## config.mk

```make
export PLATFORM = sky130hd
export DESIGN_NAME = serial_add_sub
export DESIGN_NICKNAME = d
export VERILOG_FILES = /design/src/rtl/serial_add_sub_pkg.sv /design/src/rtl/serial_add_sub_bit_cell.sv /design/src/rtl/serial_add_sub.sv
export SDC_FILE = /design/constraint.sdc
export NUM_CORES = 1
export LEC_CHECK = 0
export CAP_MARGIN = 20
export CORE_MARGIN = 5
export CORE_UTILIZATION = 44
export DETAILED_ROUTE_END_ITERATION = 8
export PLACE_DENSITY = 0.74
export SETUP_SLACK_MARGIN = 0.1
export SLEW_MARGIN = 20
export SYNTH_ARGS = -nofsm -noshare
export SYNTH_HDL_FRONTEND = slang
export SYNTH_SLANG_ARGS = --single-unit
```

## constraint.sdc

```tcl
create_clock -name clk -period 1.6 [get_ports clk]
set_clock_uncertainty 0.1 [all_clocks]
set_input_delay 0.48 -clock clk [delete_from_list [all_inputs] [get_ports clk]]
set_output_delay 0.48 -clock clk [all_outputs]
set_load 0.01 [all_outputs]
```

## src/rtl/serial_add_sub_pkg.sv

```systemverilog
// Shared definitions for the bit-serial adder/subtractor.
//   state_t : FSM state encoding (IDLE, RUN, DONE)
//   OP_ADD / OP_SUB : operation select values for the op input
package serial_add_sub_pkg;

  typedef enum logic [1:0] {
    IDLE = 2'd0,
    RUN  = 2'd1,
    DONE = 2'd2
  } state_t;

  localparam logic OP_ADD = 1'b0;
  localparam logic OP_SUB = 1'b1;

endpackage

```

## src/rtl/serial_add_sub_bit_cell.sv

```systemverilog
// One-bit arithmetic cell: full adder when op = OP_ADD, full subtractor
// (a - b - borrow_in) when op = OP_SUB.
//   a, b : operand bits
//   cin  : carry-in (add) or borrow-in (sub)
//   op   : operation select
//   s    : sum / difference bit
//   cout : carry-out (add) or borrow-out (sub)
module serial_bit_cell
  import serial_add_sub_pkg::*;
(
  input  logic a,
  input  logic b,
  input  logic cin,
  input  logic op,
  output logic s,
  output logic cout
);

  always_comb begin
    s = a ^ b ^ cin;
    if (op == OP_ADD) begin
      cout = (a & b) | (cin & (a ^ b));
    end else begin
      // Borrow when b exceeds a, or when they are equal and a borrow ripples in.
      cout = (~a & b) | (cin & ~(a ^ b));
    end
  end

endmodule

```

## src/rtl/serial_add_sub.sv

```systemverilog
// Bit-serial adder/subtractor. A start pulse latches the operands and op,
// then one bit per clock is processed LSB first through serial_bit_cell.
// After WIDTH processing cycles the result is presented with a done pulse
// and held until the next accepted start.
//   clk    : clock, rising edge
//   rst    : synchronous active-high reset
//   start  : launch request (accepted in IDLE or DONE, ignored in RUN)
//   op     : 0 = add, 1 = subtract
//   a, b   : operands
//   busy   : high while bits are being processed
//   done   : one-cycle pulse when result/cout/ovf are valid
//   result : sum or difference mod 2^WIDTH
//   cout   : final carry (add) or final borrow (sub)
//   ovf    : two's-complement signed overflow
module serial_add_sub
  import serial_add_sub_pkg::*;
#(
  parameter int WIDTH = 8
) (
  input  logic             clk,
  input  logic             rst,
  input  logic             start,
  input  logic             op,
  input  logic [WIDTH-1:0] a,
  input  logic [WIDTH-1:0] b,
  output logic             busy,
  output logic             done,
  output logic [WIDTH-1:0] result,
  output logic             cout,
  output logic             ovf
);

  localparam int CNT_W = $clog2(WIDTH + 1);
  localparam logic [CNT_W-1:0] LAST_CNT = CNT_W'(WIDTH - 1);

  state_t           state;
  state_t           state_nxt;
  logic             accept;
  logic             last_bit;

  logic [CNT_W-1:0] cnt;
  logic             carry;
  logic             op_q;
  logic [WIDTH-1:0] a_sh;
  logic [WIDTH-1:0] b_sh;
  logic             a_msb;
  logic             b_msb;
  logic [WIDTH-1:0] res_sh;
  logic             cout_q;
  logic             ovf_q;

  logic             cell_s;
  logic             cell_c;

  // Signed overflow from the latched operand sign bits and the final result bit.
  function automatic logic ovf_calc(input logic o, input logic am,
                                    input logic bm, input logic rm);
    if (o == OP_ADD) begin
      return (am == bm) && (rm != am);
    end else begin
      return (am != bm) && (rm != am);
    end
  endfunction

  serial_bit_cell u_cell (
    .a    (a_sh[0]),
    .b    (b_sh[0]),
    .cin  (carry),
    .op   (op_q),
    .s    (cell_s),
    .cout (cell_c)
  );

  assign last_bit = (cnt == LAST_CNT);

  always_ff @(posedge clk) begin
    if (rst) begin
      state <= IDLE;
    end else begin
      state <= state_nxt;
    end
  end

  always_comb begin
    state_nxt = state;
    accept    = 1'b0;
    busy      = 1'b0;
    done      = 1'b0;
    case (state)
      IDLE: begin
        if (start) begin
          accept    = 1'b1;
          state_nxt = RUN;
        end
      end
      RUN: begin
        busy = 1'b1;
        if (last_bit) begin
          state_nxt = DONE;
        end
      end
      DONE: begin
        done = 1'b1;
        if (start) begin
          accept    = 1'b1;
          state_nxt = RUN;
        end else begin
          state_nxt = IDLE;
        end
      end
      default: state_nxt = IDLE;
    endcase
  end

  // Datapath: load on accept, shift one bit per RUN cycle, capture flags on the last bit.
  always_ff @(posedge clk) begin
    if (rst) begin
      cnt    <= '0;
      carry  <= 1'b0;
      op_q   <= OP_ADD;
      a_sh   <= '0;
      b_sh   <= '0;
      a_msb  <= 1'b0;
      b_msb  <= 1'b0;
      res_sh <= '0;
      cout_q <= 1'b0;
      ovf_q  <= 1'b0;
    end else if (accept) begin
      cnt   <= '0;
      carry <= 1'b0;
      op_q  <= op;
      a_sh  <= a;
      b_sh  <= b;
      a_msb <= a[WIDTH-1];
      b_msb <= b[WIDTH-1];
    end else if (state == RUN) begin
      res_sh <= {cell_s, res_sh[WIDTH-1:1]};
      a_sh   <= {1'b0, a_sh[WIDTH-1:1]};
      b_sh   <= {1'b0, b_sh[WIDTH-1:1]};
      carry  <= cell_c;
      cnt    <= cnt + CNT_W'(1);
      if (last_bit) begin
        cout_q <= cell_c;
        ovf_q  <= ovf_calc(op_q, a_msb, b_msb, cell_s);
      end
    end
  end

  assign result = res_sh;
  assign cout   = cout_q;
  assign ovf    = ovf_q;

endmodule

```

; After elaboration in Yosys (flattened, before gate mapping)
; Index checks and enable logic that the tools add are counted.
[totals]
inputBits = 20
ff_bits = 36
output_inout_bits = 12
wordCells = 54
[classes]
n_eq_ne = 8
mux = 14
n_bitwise = 11
addsub = 1
reduce_logical = 9
[op_table]
columns = cell, count
row1 = $mux 8, 4
row2 = $mux 1, 7
row3 = $pmux 2 s3, 1
row4 = $add 4x1->4 const B, 1
row5 = $and 1x1->1, 4
row6 = $eq 4x3->1 const B, 1
row7 = $mux 2, 2
row8 = $ne 2x2->1 const B, 2
row9 = $reduce_and 2->1, 2
row10 = $reduce_or 2->1, 2
row11 = $not 1->1, 3
row12 = $reduce_and 3->1, 1
row13 = $eq 2x1->1 const B, 1
row14 = $eq 2x2->1 const B, 1
row15 = $logic_and 1x1->1, 2
row16 = $logic_not 2->1, 1
row17 = $ne 1x1->1, 2
row18 = $or 1x1->1, 2
row19 = $reduce_bool 2->1, 1
row20 = $xor 1x1->1, 2
row21 = $eq 1x1->1, 1

; Longest topological paths before layout
[logic_depth]
depth_word = 5
ltp_mapped = 6
mapped_depth_nobuf = 5

; By module
; A second synthesis with hierarchy kept.
[hier_totals]
cells_unflattened = 170
area_unflattened_um2 = 1487.7
[by_module_without_submodules]
columns = module, area_each_um2, instances, cells_per_inst, seq_area_each_um2
row1 = serial_add_sub, 1426.4, 1, 164, 720.7
row2 = serial_bit_cell, 61.3, 1, 6, 0.0

; Worst setup path before layout
; No wires, ideal clock.
[synth_path]
path_kind = register to register
from = register b_sh[0]
to = register ovf_q (netlist: ovf)
required_ns = 1.414
arrival_time_ns = 1.342
setup_time_ns = 0.086
period_less_slack_ns = 1.527
setup_slack_ns = 0.073
n_path_buf = 0
path_stages_with_launch = 6
path_cell_list = dfxtp_1 > inv_1 > fa_1 > nor2b_1 > mux2i_1 > a211oi_1
[synth_between]
elab_chain_cells = 5
word_cells_on_any_way = 6
classes_between = 1 x eq/ne / 1 x mux / 2 x bitwise / 2 x reduce/logical
[synth_rtl]
columns = item, line
row1 = "start, declared", serial_add_sub.sv:45  ; logic [WIDTH-1:0] b_sh;
row2 = "start signal, assigned", serial_add_sub.sv:139  ; b_sh <= {1'b0, b_sh[WIDTH-1:1]};
row3 = $xor 1x1->1 (*) (2 in a row), serial_add_sub_bit_cell.sv:20  ; s = a ^ b ^ cin;
row4 = via cell_s, serial_add_sub.sv:52  ; logic cell_s;
row5 = $ne 1x1->1 (*), "serial_add_sub.sv:59, serial_add_sub.sv:61"
row6 = "$logic_and 1x1->1, on equally long branches", "serial_add_sub.sv:59, serial_add_sub.sv:61"
row7 = $mux 1 (*), serial_add_sub.sv:58  ; if (o == OP_ADD) begin
row8 = "end signal, assigned", serial_add_sub.sv:144  ; ovf_q <= ovf_calc(op_q, a_msb, b_msb, cell_s);
row9 = "end, declared", serial_add_sub.sv:50  ; logic ovf_q;
; The timed path passes the listed nets; every way through them passes the cells marked *.
; A chain may end at the register's enable or synchronous reset.

; Worst setup path after layout
[layout_path]
from = register state[1]
to = output port busy
[layout_between]
elab_chain_cells = 2
[layout_rtl]
columns = item, line
row1 = "start, declared", serial_add_sub.sv:36  ; state_t state;
row2 = "start signal, assigned", serial_add_sub.sv:80  ; state <= state_nxt;
row3 = $eq 2x1->1, serial_add_sub.sv:89  ; case (state)
row4 = $mux 1, serial_add_sub.sv:89
row5 = "end, declared", serial_add_sub.sv:26  ; output logic busy,
; No other way between the ends.

==> results.sh <==
export IMPL_clock_latency_ns=0.34
export IMPL_cts_tree="done"
export IMPL_gr_usage_met3_pct=5.42
export IMPL_die_height_um=68.1
export IMPL_chipWidth_um=68.1
export IMPL_ir_worst_vdd_mv=0.525
export IMPL_setup_viol=0
export IMPL_fmax_ghz=0.637
export IMPL_num_fill_cells=319
export IMPL_area_growth_syn_to_layout_pct=36.4
export IMPL_synth_most_common_cell="dfxtp_1"
export IMPL_ys_seq_area_share_pct=48.5
export IMPL_critPathMaxFanout=3
export IMPL_grt_max_degree=37
export IMPL_cts_max_level=2
export IMPL_min_path_type="reg -> reg"
export IMPL_synth_area_top_cells="dfxtp_1, nand2_1, a21oi_1, nor3_1, o22ai_1"
export IMPL_synth_ff_latch_count=36
export IMPL_track_usage_pct=16.9
export IMPL_switchingPower_mw=0.493
export IMPL_core_um2=3310
export IMPL_drive_above_1_share_pct=29.2
export IMPL_syn_area_um2=1490
export IMPL_slew_viol_final=0
export IMPL_cts_hold_buf=0
export IMPL_synth_commonest_cells="dfxtp_1, nand2_1, a21oi_1"
export IMPL_p_per_area_nw_per_um2=948
export IMPL_clkTransAtPathRegs_ns=0.11
export IMPL_seq_area_um2=737
export IMPL_drc=0
export IMPL_fin_cells=262
export IMPL_syn_num_nets=193
export IMPL_place_area_um2=1860
export IMPL_cts_root_buffer="clkbuf_4"
export IMPL_rows=21
export IMPL_dpl_worst_slack_ns=-0.147
export IMPL_gr_usage_met2_pct=28.2
export IMPL_dieArea_um2=4640
export IMPL_path_class="reg -> out"
export IMPL_syn_mean_instance_area_um2=8.74
export IMPL_io_buffers=31
export IMPL_period_share_pct=98.1
export IMPL_pwr_share_clk_pct=32.9
export IMPL_ys_types=27
export IMPL_via_per_inst=5.28
export IMPL_final_area_um2=2030
export IMPL_p_total_mw=1.92
export IMPL_io_pin_count=32
export IMPL_pwr_share_seq_pct=51.0
export IMPL_num_vias=1383
export IMPL_max_slew_worst_pin_slew_ns=0.302
export IMPL_fin_ws_ns=0.0304
export IMPL_drt_wl_total_um=3550
export IMPL_intPower_mw=1.43
export IMPL_synth_top_area_share_pct=48.5
export IMPL_cp_arrival_ns=0.99
export IMPL_rsz0062_at_grt="true"
export IMPL_antenna_cells=0
export IMPL_top_usage_layer="met2"
export IMPL_power_leakage_nw=0.790
export IMPL_async_flop_share_pct=0
export IMPL_grt_pass1_wl_um=5830
export IMPL_worstSetupEndpointType="output port"
export IMPL_hold_viol=0
export IMPL_cts_buffers=5
export IMPL_synth_warnings=0
export IMPL_status="finished clean"
export IMPL_antenna_found_initial=0
export IMPL_yosysTopAreaCell="dfxtp_1"
export IMPL_min_period_ns=1.57
export IMPL_netlist_instances=170
export IMPL_placed_cells=243
export IMPL_grt_ovfl_total=0
export IMPL_r2r_slack_ns=0.06
export IMPL_met1_usage_pct=19.8
export IMPL_dp_hpwl_um=2290
export IMPL_cap_violations=0
export IMPL_start_util_pct=44.9
export IMPL_swShare_pct=25.6
export IMPL_cp_start_kind="register"
export IMPL_grt_pass1_vias=1363
export IMPL_max_slew_margin_pct=79.9
export IMPL_final_nets=238
export IMPL_place_congestion=0.761
export IMPL_cts_sinks=36
export IMPL_power_frac_comb_pct=16.1
export IMPL_ant_nets=0
export IMPL_ys_dominant_reg_cell="dfxtp_1"
export IMPL_drtIter0Drc=91
export IMPL_cp_required_ns=1.02
export IMPL_drt_first_pass_iters=4
export IMPL_synth_edf_count=0
export IMPL_cts_buffer_depth=2
export IMPL_multi_input_area_um2=696
export IMPL_avgRoutedWirePerCell_um=13.5
==> kinds of logic after synthesis <==
family / synth area share [%]
simple gates: 21.2
flops: 48.5
xor+xnor: 1.77
compound gates: 16.5
mux: 2.02
fa+ha+maj: 3.54
buf+inv: 6.48
==> stage by stage <==
step | utilization, % | TNS [ns] | hold slack [ns]
after floorplan | - | 0 | 0.345
after global placement | 56.2 | -1.51 | 0.345
after detailed placement | 56.2 | -2.38 | 0.348
after CTS | 61.6 | 0 | 0.363
after global routing | 61.3 | -0.0446 | 0.379
final | 61.3 | 0 | 0.355
==> metal layers <==
metal	vias to the layer above	wire [um]	share of wire [%]
li1	680	-	-
met1	664	1580	44
met2	34	1770	50
met3	5	143	4.0
met4	0	59	1.7
met5	-	0	0
==> power by group through the flow <==
stage	combinational (mW)	clock (mW)	sequential (mW)
6_report	0.310	0.633	0.981
3_5_place_dp	0.288	0	0.999
4_1_cts	0.302	0.648	0.981
2_1_floorplan	0.183	0	0.993
3_3_place_gp	0.277	0	0.997
5_1_grt	0.343	0.687	0.989
==> cell usage in the layout, fill, tap and decap left out, types with 6 or more instances in the layout <==
cell type	count
dfxtp_2	13
clkdlybuf4s50_1	19
nor3_1	18
nand2_1	28
buf_4	19
nor2_1	6
nand3_1	6
a21oi_1	19
dfxtp_1	23
o22ai_1	8
buf_2	9
==> flip-flops by register name (all words and copies together), names as in the netlist <==
register	flops
a_msb	1
a_sh	8
b_msb	1
b_sh	8
carry	1
cnt	4
cout	1
op_q	1
ovf	1
result	8
state	2
==> final timing paths <==
kind                            endpoint              startpoint  cells past startpoint
setup / recovery                    busy   state[1]$_SDFFE_PP0P_                      3
hold / removal    result[0]$_SDFFE_PP0P_  result[0]$_SDFFE_PP0P_                      2
setup reg to reg        ovf$_SDFFE_PP0P_      carry$_SDFFE_PP0P_                      5
hold reg to reg   result[0]$_SDFFE_PP0P_  result[0]$_SDFFE_PP0P_                      2
==> worst max-delay path, cell delays in order (launching register included) <==
cell and delay, ns:
dfxtp_2 0.35, nand2b_4 0.14, inv_2 0.06, buf_6 0.10
==> what timing repair did <==
action / CTS / global route
setup buffers: 8 / 3
setup endpoints to repair: 15 / 15
resized for setup: 56 / 16
pin swaps: 1 / 1
==> final cells by class <==
type / instances / area share, %
Clock buffer: 6 / 2.04
Inverter: 4 / 0.740
Timing Repair Buffer: 52 / 22.0
Clock inverter: 2 / 1.73
Multi-Input combinational cell: 116 / 34.3
Tap cell: 46 / 2.84
Sequential cell: 36 / 36.3
Power figures use the tool's default switching activity.
